**config.mk**
```make
export PLATFORM = sky130hd
export DESIGN_NAME = ppi_bus_master
export DESIGN_NICKNAME = d
export VERILOG_FILES = /design/src/rtl/ppi_pkg.sv /design/src/rtl/ppi_bus_master_ppi_phase_timer.sv /design/src/rtl/ppi_bus_master.sv
export SDC_FILE = /design/constraint.sdc
export NUM_CORES = 1
export LEC_CHECK = 0
export BUFFER_PORTS_ARGS = -buffer_cell sky130_fd_sc_hd__buf_2
export CORE_ASPECT_RATIO = 0.5
export CORE_UTILIZATION = 30
export CTS_BUF_LIST = sky130_fd_sc_hd__clkbuf_2 sky130_fd_sc_hd__clkbuf_4 sky130_fd_sc_hd__clkbuf_8
export CTS_CLUSTER_DIAMETER = 100
export CTS_CLUSTER_SIZE = 12
export DETAILED_ROUTE_END_ITERATION = 10
export GPL_TIMING_DRIVEN = 0
export PLACE_DENSITY_LB_ADDON = 0.2
export SETUP_SLACK_MARGIN = 0.02
export SLEW_MARGIN = 20
export SYNTH_ARGS = -nofsm -noshare
export SYNTH_HDL_FRONTEND = slang
export SYNTH_SLANG_ARGS = --single-unit
```
**constraint.sdc**
```tcl
create_clock -name clk -period 1.85 [get_ports clk]
set_clock_uncertainty 0.1 [all_clocks]
set_input_delay 0.0925 -clock clk [delete_from_list [all_inputs] [get_ports clk]]
set_output_delay 0.0925 -clock clk [all_outputs]
set_load 0.1 [all_outputs]
```
**src/rtl/ppi_pkg.sv**
```systemverilog
// ppi_pkg: shared definitions for the 8255 PPI bus master.
//   state_t      - bus-cycle FSM states
//   PPI_*        - A1/A0 target encodings
//   DEF_*_CYC    - default phase lengths in clock cycles
//   ppi_max4     - helper used to size the phase timer
package ppi_pkg;

  typedef enum logic [2:0] {
    ST_IDLE    = 3'd0,
    ST_SETUP   = 3'd1,
    ST_STROBE  = 3'd2,
    ST_HOLD    = 3'd3,
    ST_RECOVER = 3'd4
  } state_t;

  localparam logic [1:0] PPI_PORT_A = 2'b00;
  localparam logic [1:0] PPI_PORT_B = 2'b01;
  localparam logic [1:0] PPI_PORT_C = 2'b10;
  localparam logic [1:0] PPI_CTRL   = 2'b11;

  localparam int DEF_SETUP_CYC    = 1;
  localparam int DEF_STROBE_CYC   = 2;
  localparam int DEF_HOLD_CYC     = 1;
  localparam int DEF_RECOVERY_CYC = 1;

  function automatic int ppi_max4(input int a, input int b, input int c, input int d);
    int m;
    m = a;
    if (b > m) m = b;
    if (c > m) m = c;
    if (d > m) m = d;
    return m;
  endfunction

endpackage

```
**src/rtl/ppi_bus_master_ppi_phase_timer.sv**
```systemverilog
// ppi_phase_timer: loadable down-counter shared by all bus-cycle phases.
//   clk, rst  - clock, asynchronous active-high reset
//   load      - load load_val this cycle (takes priority over counting)
//   load_val  - phase length minus one
//   zero      - counter has reached 0 (current phase ends on this edge)
module ppi_phase_timer #(
  parameter int CNT_W = 1
) (
  input  logic             clk,
  input  logic             rst,
  input  logic             load,
  input  logic [CNT_W-1:0] load_val,
  output logic             zero
);

  logic [CNT_W-1:0] cnt;

  always_ff @(posedge clk or posedge rst) begin
    if (rst) begin
      cnt <= '0;
    end else if (load) begin
      cnt <= load_val;
    end else if (cnt != '0) begin
      cnt <= cnt - 1'b1;
    end
  end

  assign zero = (cnt == '0);

endmodule

```
**src/rtl/ppi_bus_master.sv**
```systemverilog
// ppi_bus_master: turns single-cycle host requests into timed 8255 bus cycles.
//   Host side : req, we, addr, wdata in; ready, done, err, rdata out
//   Bus side  : CS, RD, WR, A1, A0, d_out, d_oe out; d_in in
//   clk / Reset (asynchronous, active-high)
// Every bus output is a register; the comb block only computes next values.
// A bus cycle is SETUP -> STROBE -> HOLD -> RECOVER, each phase length set by
// a parameter and timed by one shared down-counter loaded on phase entry.
module ppi_bus_master
  import ppi_pkg::*;
#(
  parameter int SETUP_CYC    = DEF_SETUP_CYC,
  parameter int STROBE_CYC   = DEF_STROBE_CYC,
  parameter int HOLD_CYC     = DEF_HOLD_CYC,
  parameter int RECOVERY_CYC = DEF_RECOVERY_CYC
) (
  input  logic       clk,
  input  logic       Reset,
  input  logic       req,
  input  logic       we,
  input  logic [1:0] addr,
  input  logic [7:0] wdata,
  output logic       ready,
  output logic       done,
  output logic       err,
  output logic [7:0] rdata,
  output logic       CS,
  output logic       RD,
  output logic       WR,
  output logic       A1,
  output logic       A0,
  output logic [7:0] d_out,
  output logic       d_oe,
  input  logic [7:0] d_in
);

  localparam int MAX_CYC = ppi_max4(SETUP_CYC, STROBE_CYC, HOLD_CYC, RECOVERY_CYC);
  // Counter holds at most MAX_CYC-1.
  localparam int CNT_W   = (MAX_CYC < 2) ? 1 : $clog2(MAX_CYC);

  localparam logic [CNT_W-1:0] LD_SETUP  = CNT_W'(SETUP_CYC - 1);
  localparam logic [CNT_W-1:0] LD_STROBE = CNT_W'(STROBE_CYC - 1);
  localparam logic [CNT_W-1:0] LD_HOLD   = CNT_W'(HOLD_CYC - 1);
  localparam logic [CNT_W-1:0] LD_RECOV  = CNT_W'(RECOVERY_CYC - 1);

  state_t           state, state_nxt;
  logic             we_q, we_nxt;
  logic             cs_nxt, rd_nxt, wr_nxt, doe_nxt, ready_nxt, done_nxt, err_nxt;
  logic [1:0]       a_nxt;
  logic [7:0]       dout_nxt, rdata_nxt;
  logic             tmr_load, tmr_zero;
  logic [CNT_W-1:0] tmr_val;

  ppi_phase_timer #(.CNT_W(CNT_W)) u_timer (
    .clk      (clk),
    .rst      (Reset),
    .load     (tmr_load),
    .load_val (tmr_val),
    .zero     (tmr_zero)
  );

  always_comb begin
    state_nxt = state;
    we_nxt    = we_q;
    cs_nxt    = CS;
    rd_nxt    = RD;
    wr_nxt    = WR;
    a_nxt     = {A1, A0};
    dout_nxt  = d_out;
    doe_nxt   = d_oe;
    rdata_nxt = rdata;
    ready_nxt = ready;
    done_nxt  = 1'b0;
    err_nxt   = 1'b0;
    tmr_load  = 1'b0;
    tmr_val   = '0;
    case (state)
      ST_IDLE: begin
        if (req && ready) begin
          // Reading the control word is not a legal 8255 access.
          if (!we && addr == PPI_CTRL) begin
            err_nxt = 1'b1;
          end else begin
            we_nxt    = we;
            a_nxt     = addr;
            cs_nxt    = 1'b0;
            ready_nxt = 1'b0;
            state_nxt = ST_SETUP;
            tmr_load  = 1'b1;
            tmr_val   = LD_SETUP;
            if (we) begin
              dout_nxt = wdata;
              doe_nxt  = 1'b1;
            end
          end
        end
      end
      ST_SETUP: begin
        if (tmr_zero) begin
          if (we_q) wr_nxt = 1'b0;
          else      rd_nxt = 1'b0;
          state_nxt = ST_STROBE;
          tmr_load  = 1'b1;
          tmr_val   = LD_STROBE;
        end
      end
      ST_STROBE: begin
        if (tmr_zero) begin
          // Capture on the same edge that raises RD.
          if (!we_q) rdata_nxt = d_in;
          rd_nxt    = 1'b1;
          wr_nxt    = 1'b1;
          state_nxt = ST_HOLD;
          tmr_load  = 1'b1;
          tmr_val   = LD_HOLD;
        end
      end
      ST_HOLD: begin
        if (tmr_zero) begin
          cs_nxt    = 1'b1;
          doe_nxt   = 1'b0;
          done_nxt  = 1'b1;
          state_nxt = ST_RECOVER;
          tmr_load  = 1'b1;
          tmr_val   = LD_RECOV;
        end
      end
      ST_RECOVER: begin
        if (tmr_zero) begin
          ready_nxt = 1'b1;
          state_nxt = ST_IDLE;
        end
      end
      default: begin
        state_nxt = ST_IDLE;
      end
    endcase
  end

  always_ff @(posedge clk or posedge Reset) begin
    if (Reset) begin
      state <= ST_IDLE;
      we_q  <= 1'b0;
      CS    <= 1'b1;
      RD    <= 1'b1;
      WR    <= 1'b1;
      A1    <= 1'b0;
      A0    <= 1'b0;
      d_out <= '0;
      d_oe  <= 1'b0;
      rdata <= '0;
      ready <= 1'b1;
      done  <= 1'b0;
      err   <= 1'b0;
    end else begin
      state <= state_nxt;
      we_q  <= we_nxt;
      CS    <= cs_nxt;
      RD    <= rd_nxt;
      WR    <= wr_nxt;
      {A1, A0} <= a_nxt;
      d_out <= dout_nxt;
      d_oe  <= doe_nxt;
      rdata <= rdata_nxt;
      ready <= ready_nxt;
      done  <= done_nxt;
      err   <= err_nxt;
    end
  end

endmodule

```
==> flow_summary.yaml, run 1 <==
finish:
  instances_no_fill: 211
  drive_above_1_share_pct: 50.0
  nFillCells: 348
  n_antenna_cell: 0
  syn_to_final_growth_pct: 47.5
  fin_util_pct: 49.3
  fin_nets: 182
floorplanning:
  die_h_um: 47.0
  initial_core_util_pct: 33.4
  core_sq_um: 3640
  die_x_um: 92.0
  io-pin-count: 47
  die-area_sq_um: 4330
  rows: 15
clock_network:
  htreeDepth: 2
  post_cts_buffers: 0
  root_buffer: "clkbuf_8"
  cts_resized: 0
  cts_buffers: 5
  cts_tree: "yes"
  clockBufferDepth: 2
  clkSinkCount: 30
  clock_latency_ns: 0.27
  cts_hold_buf: 19
  clk_pin_slew_ns: 0.06
global_route:
  grt_max_degree: 31
  grt_pass1_vias: 836
  grtUsageTotal_pct: 12.4
  antenna_found_initial: 0
  grt_pass1_wl_um: 3840
  overflow: 0
synthesis:
  synth.avg_cell_area_sq_um: 13.8
  synth_cell_types: 27
  syn-num-nets: 110
  ys_seq_area_share_pct: 62.1
  yosysWarnings: 0
  synthDominantCellAreaShare_pct: 53.5
  syn_inst: 88
  netlist_area_sq_um: 1220
  yosysTopAreaCell: "dfrtp_1"
  synthTopCellsByArea: "dfrtp_1 (53%), mux2_2 (15%), dfstp_2 (8.6%)"
  ys_ff_latch: 30
sta:
  worst_slew_margin_rel_pct: 58.8
  worstMarginPinSlew_ns: 0.618
  rsz0062_at_grt: "no"
  fin_crit_sh_pct: 88.6
  maxSlewViolCount: 0
  setup_violations: 0
  fin_tns_setup_ns: 0
  worst_hold_slack_ns: 0.0102
  fmax_mhz: 610
  min_period_ns: 1.64
  hold_violations: 0
detailed_routing:
  highest_layer: "met4"
  route.met3.wl_um: 104
  route.detailed.drc: 0
  wirelength_met1_um: 1180
  via_per_inst: 4.36
  routed_wl_um: 2450
  num_vias: 919
  routedWlPerCell_um: 11.6
  wl_met2_um: 1140
  drtPass1Iterations: 4
  drt_iter0_markers: 21
  ant_nets: 0
critical_path:
  crit_path_end_kind: "register"
  r2r_end: "d_out[3]"
  startpoint: "state[0]"
  cp_top_family: "simple AND/OR/NAND/NOR gates"
  worst-path-buf-inv: 0
  critPathMaxStageDelay_ns: 0.44
  path_max_fanout: 10
  crit_required_ns: 1.91
  reg2reg_depth: 3
  r2r-start: "state[0]"
  start_kind: "register"
  crit_chain: "nor2_1 > nand3_4 > mux2_2"
  ff2ff_setup_slack_ns: 0.21
  path_class: "reg2reg"
  cp_slowest_cell: "dfrtp_1"
  crit_arrival_ns: 1.70
  crit_end: "d_out[3]"
  worst-path-stages: 3
placement:
  dp_hpwl_um: 1670
  dpl.cell_count: 185
  portBuffers: 46
  finalWeightedCongestion: 0.687
outcome:
  outcome: "finished, final reports clean"
run:
  maxCapViolations: 0
min_path:
  hold_class: "in2reg"
-- metrics by stage --
step	setup slack, ns	area (sq um)
floorplan	0.119	1220
detailed placement	0.197	1510
global placement	0.227	1510
CTS	0.191	1790
global route	0.105	1790
finish	0.211	1790
-- flip-flops by register name, indices dropped and copies added, names as in the netlist --
register     flops
state            3
WR               1
A1               1
A0               1
RD               1
CS               1
ready            1
d_oe             1
rdata            8
d_out            8
done             1
we_q             1
u_timer.cnt      1
err              1
-- cells in the mapped netlist --
cell type  number
a21bo_2         1
a21oi_1         3
a2bb2oi_1       1
a311oi_1        1
a31o_2          2
and2_1          1
and3_1          1
and3b_1         1
dfrtp_1        26
dfstp_2         4
inv_1           6
mux2_2         16
nand2_1         1
nand2b_1        1
nand3_1         1
nand3_4         2
nand3b_1        1
nand4b_1        1
nor2_1          6
nor2b_1         1
nor3_1          1
nor3b_4         1
o21a_1          2
o21ai_0         4
or2b_1          1
or3_1           1
xnor2_1         1
-- cell type report --
class / count / area, sq um / area share, %
multi-input combinational: 52 / 438 / 24.4
tap: 51 / 63.8 / 3.56
sequential: 30 / 759 / 42.3
timing repair buffer: 65 / 420 / 23.4
inverter: 6 / 22.5 / 1.26
clock buffer: 7 / 90.1 / 5.02
-- worst register-to-register path: cells and delay by family, from the launching register on --
kind	cells	cell delay, ns
and+or+nand+nor	2	0.66
muxes	1	0.33
DFF	1	0.44
-- routing by layer --
metal | global-route usage (%) | up-vias
met5 | 0 | -
met4 | 6.56 | 0
met3 | 4.37 | 3
met2 | 19.6 | 26
met1 | 15.5 | 437
li1 | - | 453
-- logic make-up (layout without fill, tap and decap cells) --
logic type | Yosys count | after routing | share of synthesized area, %
simple gates | 21 | 21 | 12.7
xor+xnor | 1 | 1 | 0.720
flops | 30 | 30 | 62.1
compound gates | 14 | 14 | 7.82
mux | 16 | 16 | 14.8
buf+inv | 6 | 78 | 1.85
-- cells in the final DEF, fill, tap and decap left out --
cell type / netlist / layout
o21ai_0: 4 / 4
and3b_1: 1 / 1
nand3_4: 2 / 2
clkbuf_8: 0 / 6
nand3_1: 1 / 1
o21a_1: 2 / 2
a21oi_1: 3 / 3
nand3b_1: 1 / 1
dlygate4sd3_1: 0 / 19
xnor2_1: 1 / 1
inv_2: 0 / 1
a311oi_1: 1 / 1
or3_1: 1 / 1
nand4b_1: 1 / 1
a2bb2oi_1: 1 / 1
dfstp_4: 0 / 1
dfrtp_1: 26 / 26
a21bo_2: 1 / 1
a31o_2: 2 / 2
nor2b_1: 1 / 1
inv_1: 6 / 5
nand2_1: 1 / 1
and3_1: 1 / 1
mux2_2: 16 / 16
nor3_1: 1 / 1
nand2b_1: 1 / 1
buf_2: 0 / 46
dfstp_2: 4 / 3
and2_1: 1 / 1
clkbuf_4: 0 / 1
or2b_1: 1 / 1
nor3b_4: 1 / 1
nor2_1: 6 / 6
-- worst min path at each step --
stage               startpoint        to  slack, ns  cells past startpoint
detailed placement       Reset  d_out[4]       0.12                      2
global route               req     ready       0.02                      3
floorplan                Reset        A0       0.08                      1
global placement       d_in[2]  rdata[2]       0.22                      2
finish                     req     ready       0.01                      3
CTS                        req     ready      0.003                      3
Power of run 1 is not shown: default switching activity piles up to over one toggle a cycle in this logic, so the estimate is an artifact.
==> run 2: changes to the inputs <==
REMOVE_ABC_BUFFERS = 1   (was not set)
==> run 2 against run 1 <==
  * Worst hold slack got worse by 0.00077 ns
  * Maximum frequency increased by 2.6%
  * Sequential share of layout area decreased by 0.67 points
  * Count of clock-buffer cells in the layout decreased by 1
  * Global-route usage increased by 0.18 points
  * Worst setup slack improved by 0.041 ns
  * Wire length decreased by 2.8%
  * Critical path type unchanged
==> flow_summary.yaml, run 2 (synthesized netlist as in run 1, its figures left out) <==
floorplanning:
  rows: 15
  die_x_um: 92.0
  die_h_um: 47.0
  die-area_sq_um: 4330
  initial_core_util_pct: 33.4
  io-pin-count: 47
  core_sq_um: 3640
detailed_routing:
  route.detailed.drc: 0
  highest_layer: "met4"
  ant_nets: 0
  route.met3.wl_um: 131
  via_per_inst: 4.38
  routedWlPerCell_um: 11.2
  wirelength_met1_um: 1160
  routed_wl_um: 2380
  num_vias: 929
  drt_iter0_markers: 15
  drtPass1Iterations: 4
  wl_met2_um: 1060
placement:
  portBuffers: 46
  finalWeightedCongestion: 0.695
  dp_hpwl_um: 1600
  post-place-ws_ns: 0.251
critical_path:
  path_class: "reg2reg"
  crit_path_end_kind: "register"
  worst-path-stages: 3
  crit_required_ns: 1.91
  worst-path-buf-inv: 0
  reg2reg_depth: 3
  cp_slowest_cell: "dfrtp_1"
  start_kind: "register"
  crit_chain: "nor2_1 > nand3_4 > mux2_2"
  critPathMaxStageDelay_ns: 0.44
  cp_top_family: "simple AND/OR/NAND/NOR gates"
  crit_arrival_ns: 1.66
  path_max_fanout: 10
sta:
  min_period_ns: 1.60
  rsz0062_at_grt: "no"
  worst_slew_margin_rel_pct: 58.8
  fmax_mhz: 626
  fin_crit_sh_pct: 86.4
  hold_violations: 0
  maxSlewViolCount: 0
  fin_ws_ns: 0.253
  fin_tns_setup_ns: 0
  setup_violations: 0
  worstMarginPinSlew_ns: 0.617
min_path:
  hold_depth: 3
  hold_class: "in2reg"
clock_network:
  htreeDepth: 2
  clock_latency_ns: 0.28
  clk_pin_slew_ns: 0.06
  root_buffer: "clkbuf_8"
  cts_tree: "yes"
  clockBufferDepth: 2
  clkSinkCount: 30
  cts_buffers: 5
global_route:
  antenna_found_initial: 0
  grt_max_degree: 31
  grt_pass1_wl_um: 3930
  overflow: 0
  grtUsageTotal_pct: 12.5
  grt_pass1_vias: 845
finish:
  nFillCells: 351
  drive_above_1_share_pct: 50.3
  multi_input_area_sq_um: 438
  final_cell_mix: "buf_2 (46), dfrtp_1 (26), dlygate4sd3_1 (19)"
  syn_to_final_growth_pct: 49.2
  n_antenna_cell: 0
  fin_nets: 182
  final_common_cell: "buf_2"
  top_regs: "d_out (8), rdata (8), state (3)"
  regArea_sq_um: 756
run:
  maxCapViolations: 0
outcome:
  outcome: "finished, final reports clean"
## run 2: cell types whose count changed in the layout (fill, tap and decap cells not counted)
cell        before  now
bufinv_16        0    1
clkbuf_8         6    5
clkinvlp_4       0    1
dfstp_2          3    4
dfstp_4          1    0
## run 2: layout make-up
cell class / count / area share [%]
Tap cell: 51 / 3.52
Sequential cell: 30 / 41.7
Clock inverter: 2 / 2.07
Clock buffer: 6 / 4.21
Multi-Input combinational cell: 52 / 24.1
Inverter: 6 / 1.24
Timing Repair Buffer: 65 / 23.2
## run 2: stage by stage
| stage | util, % | hold slack, ns | instances | area [sq um] |
|---|---|---|---|---|
| after CTS | 49.8 | 0.00613 | 212 | 1810 |
| after floorplan | - | 0.0803 | 88 | 1220 |
| final | 49.8 | 0.00946 | 212 | 1810 |
| after detailed placement | 41.5 | 0.116 | 185 | 1510 |
| after global routing | 49.8 | 0.0266 | 212 | 1810 |
| after global placement | 41.5 | 0.224 | 185 | 1510 |
## run 2: worst paths after layout
kind / startpoint / to / slack [ns]
worst max-delay path: state[0] / d_out[6] / 0.25
worst min-delay path: req / ready / 0.009
worst max register to register: state[0] / d_out[6] / 0.25
worst min register to register: rdata[7] / rdata[7] / 0.40
max in group asynchronous: Reset / rdata[7] / 0.91
min in group asynchronous: Reset / d_out[4] / 0.33
## run 2: what timing repair did
action,in CTS,in global routing
hold buffers,19,0
gates resized for setup,0,0
endpoints found under the hold margin,44,0
buffers inserted,0,0
## run 2: worst register-to-register path, stage by stage (launching register included)
cell,delay [ns]
dfrtp_1,0.44
nor2_1,0.40
nand3_4,0.22
mux2_2,0.33
## run 2: per-layer routing
| layer | global-route usage, % | vias up |
|---|---|---|
| met2 | 19.3 | 27 |
| met5 | 0 | - |
| met3 | 4.21 | 3 |
| met1 | 15.4 | 448 |
| li1 | - | 451 |
| met4 | 9.38 | 0 |
Power of run 2 is left out for the same reason.
==> run 3: changes to the inputs <==
CORE_ASPECT_RATIO = 1.1   (was 0.5)
==> run 3 against run 2 <==
  * Count of clock-buffer cells in the layout up 1
  * Maximum frequency fell by 0.96%
  * Final cell count shrank 0.94%
  * Non-clock buffer count down 1
  * Largest cell class unchanged
  * Worst setup slack got worse by 0.015 ns
  * Register-to-register slack worse by 0.02 ns
  * Critical path depth stayed put
  * Wire length grew 0.80%
  * Core utilization shrank 1.8 points
  * Flip-flop and latch count did not move
==> flow_summary.yaml, run 3 (synthesized netlist as in run 1, its figures left out) <==
outcome:
  outcome: "finished, final reports clean"
finish:
  final_cell_mix: "buf_2 (46), dfrtp_1 (26), dlygate4sd3_1 (18)"
  top_regs: "d_out (8), rdata (8), state (3)"
  n_antenna_cell: 0
  syn_to_final_growth_pct: 48.8
  design_area_sq_um: 1810
  drive_above_1_share_pct: 50.6
  final_common_cell: "buf_2"
  fin_util_pct: 48.0
  fin_nets: 181
clock_network:
  cts_tree: "yes"
  cts_hold_buf: 18
  clk_pin_slew_ns: 0.06
  htreeDepth: 2
  root_buffer: "clkbuf_8"
  clockBufferDepth: 2
  cts_resized: 0
  clock_latency_ns: 0.28
  post_cts_buffers: 0
  cts_buffers: 5
  clkSinkCount: 30
sta:
  worst_hold_slack_ns: 0.0197
  fmax_mhz: 620
  maxSlewViolCount: 0
  rsz0062_at_grt: "no"
  worstMarginPinSlew_ns: 0.611
  hold_violations: 0
  fin_tns_setup_ns: 0
  setup_violations: 0
  min_period_ns: 1.61
  worst_slew_margin_rel_pct: 59.2
  fin_crit_sh_pct: 87.2
critical_path:
  crit_required_ns: 1.91
  crit_arrival_ns: 1.67
  reg2reg_depth: 3
  path_class: "reg2reg"
  r2r-start: "state[0]"
  startpoint: "state[0]"
  r2r_end: "d_out[6]"
  path_max_fanout: 10
  crit_path_end_kind: "register"
  start_kind: "register"
  ff2ff_setup_slack_ns: 0.24
detailed_routing:
  drtPass1Iterations: 4
  routedWlPerCell_um: 11.4
  via_per_inst: 4.54
  num_vias: 954
  drt_iter0_markers: 22
  ant_nets: 0
  route.detailed.drc: 0
  routed_wl_um: 2400
floorplanning:
  io-pin-count: 47
  die_h_um: 68.8
  core_sq_um: 3770
  die_x_um: 62.7
  rows: 23
  die-area_sq_um: 4310
  initial_core_util_pct: 32.3
global_route:
  grt_pass1_vias: 866
  overflow: 0
  grtUsageTotal_pct: 12.1
  grt_pass1_wl_um: 3870
  antenna_found_initial: 0
  grt_max_degree: 31
placement:
  dp_hpwl_um: 1670
  finalWeightedCongestion: 0.719
  portBuffers: 46
  placed_area_sq_um: 1510
min_path:
  min_to: "A0"
  hold_depth: 2
  hold_class: "in2reg"
  worstHoldStart: "addr[0]"
run:
  maxCapViolations: 0
-- run 3: cell types whose count changed in the layout (fill, tap and decap cells not counted), sizes merged --
cell	change
clkinvlp	-1
clkbuf	+1
dlygate4sd3	-1
-- run 3: worst max-delay path, cell delays in order (launching register included) --
cell     delay (ns)
dfrtp_1        0.45
nor2_1         0.43
nand3_4        0.21
mux2_2         0.31
-- run 3: final cells by class --
cell class / instances / area, sq um
flip-flops and latches: 30 / 756
clock inverters: 1 / 30.0
fillers: 350 / 1960
multi-input cells: 52 / 438
repair buffers: 64 / 410
clock buffers: 7 / 90.1
well taps: 50 / 62.6
inverters: 6 / 22.5
-- run 3: stage by stage --
stage               worst slack (ns)  std cells
finish                         0.237        210
global route                   0.132        210
CTS                            0.232        210
detailed placement             0.251        184
global placement               0.249        184
floorplan                    0.00360         88
-- run 3: worst max-delay path by stage --
stage,cells after the start,end,slack (ns)
final,3,d_out[6],0.24
after global routing,3,d_out[6],0.13
after floorplan,3,d_out[0],0.004
after CTS,3,d_out[6],0.23
after detailed placement,3,d_out[5],0.25
after global placement,3,d_out[3],0.25
-- run 3: layer usage --
layer	up-vias	GRT usage, %	wire length, um
met3	0	5.43	125
met5	-	0	0
met4	0	5.23	0
met2	27	19.8	1240
li1	449	-	-
met1	478	13.9	1030
Power of run 3 is left out for the same reason.
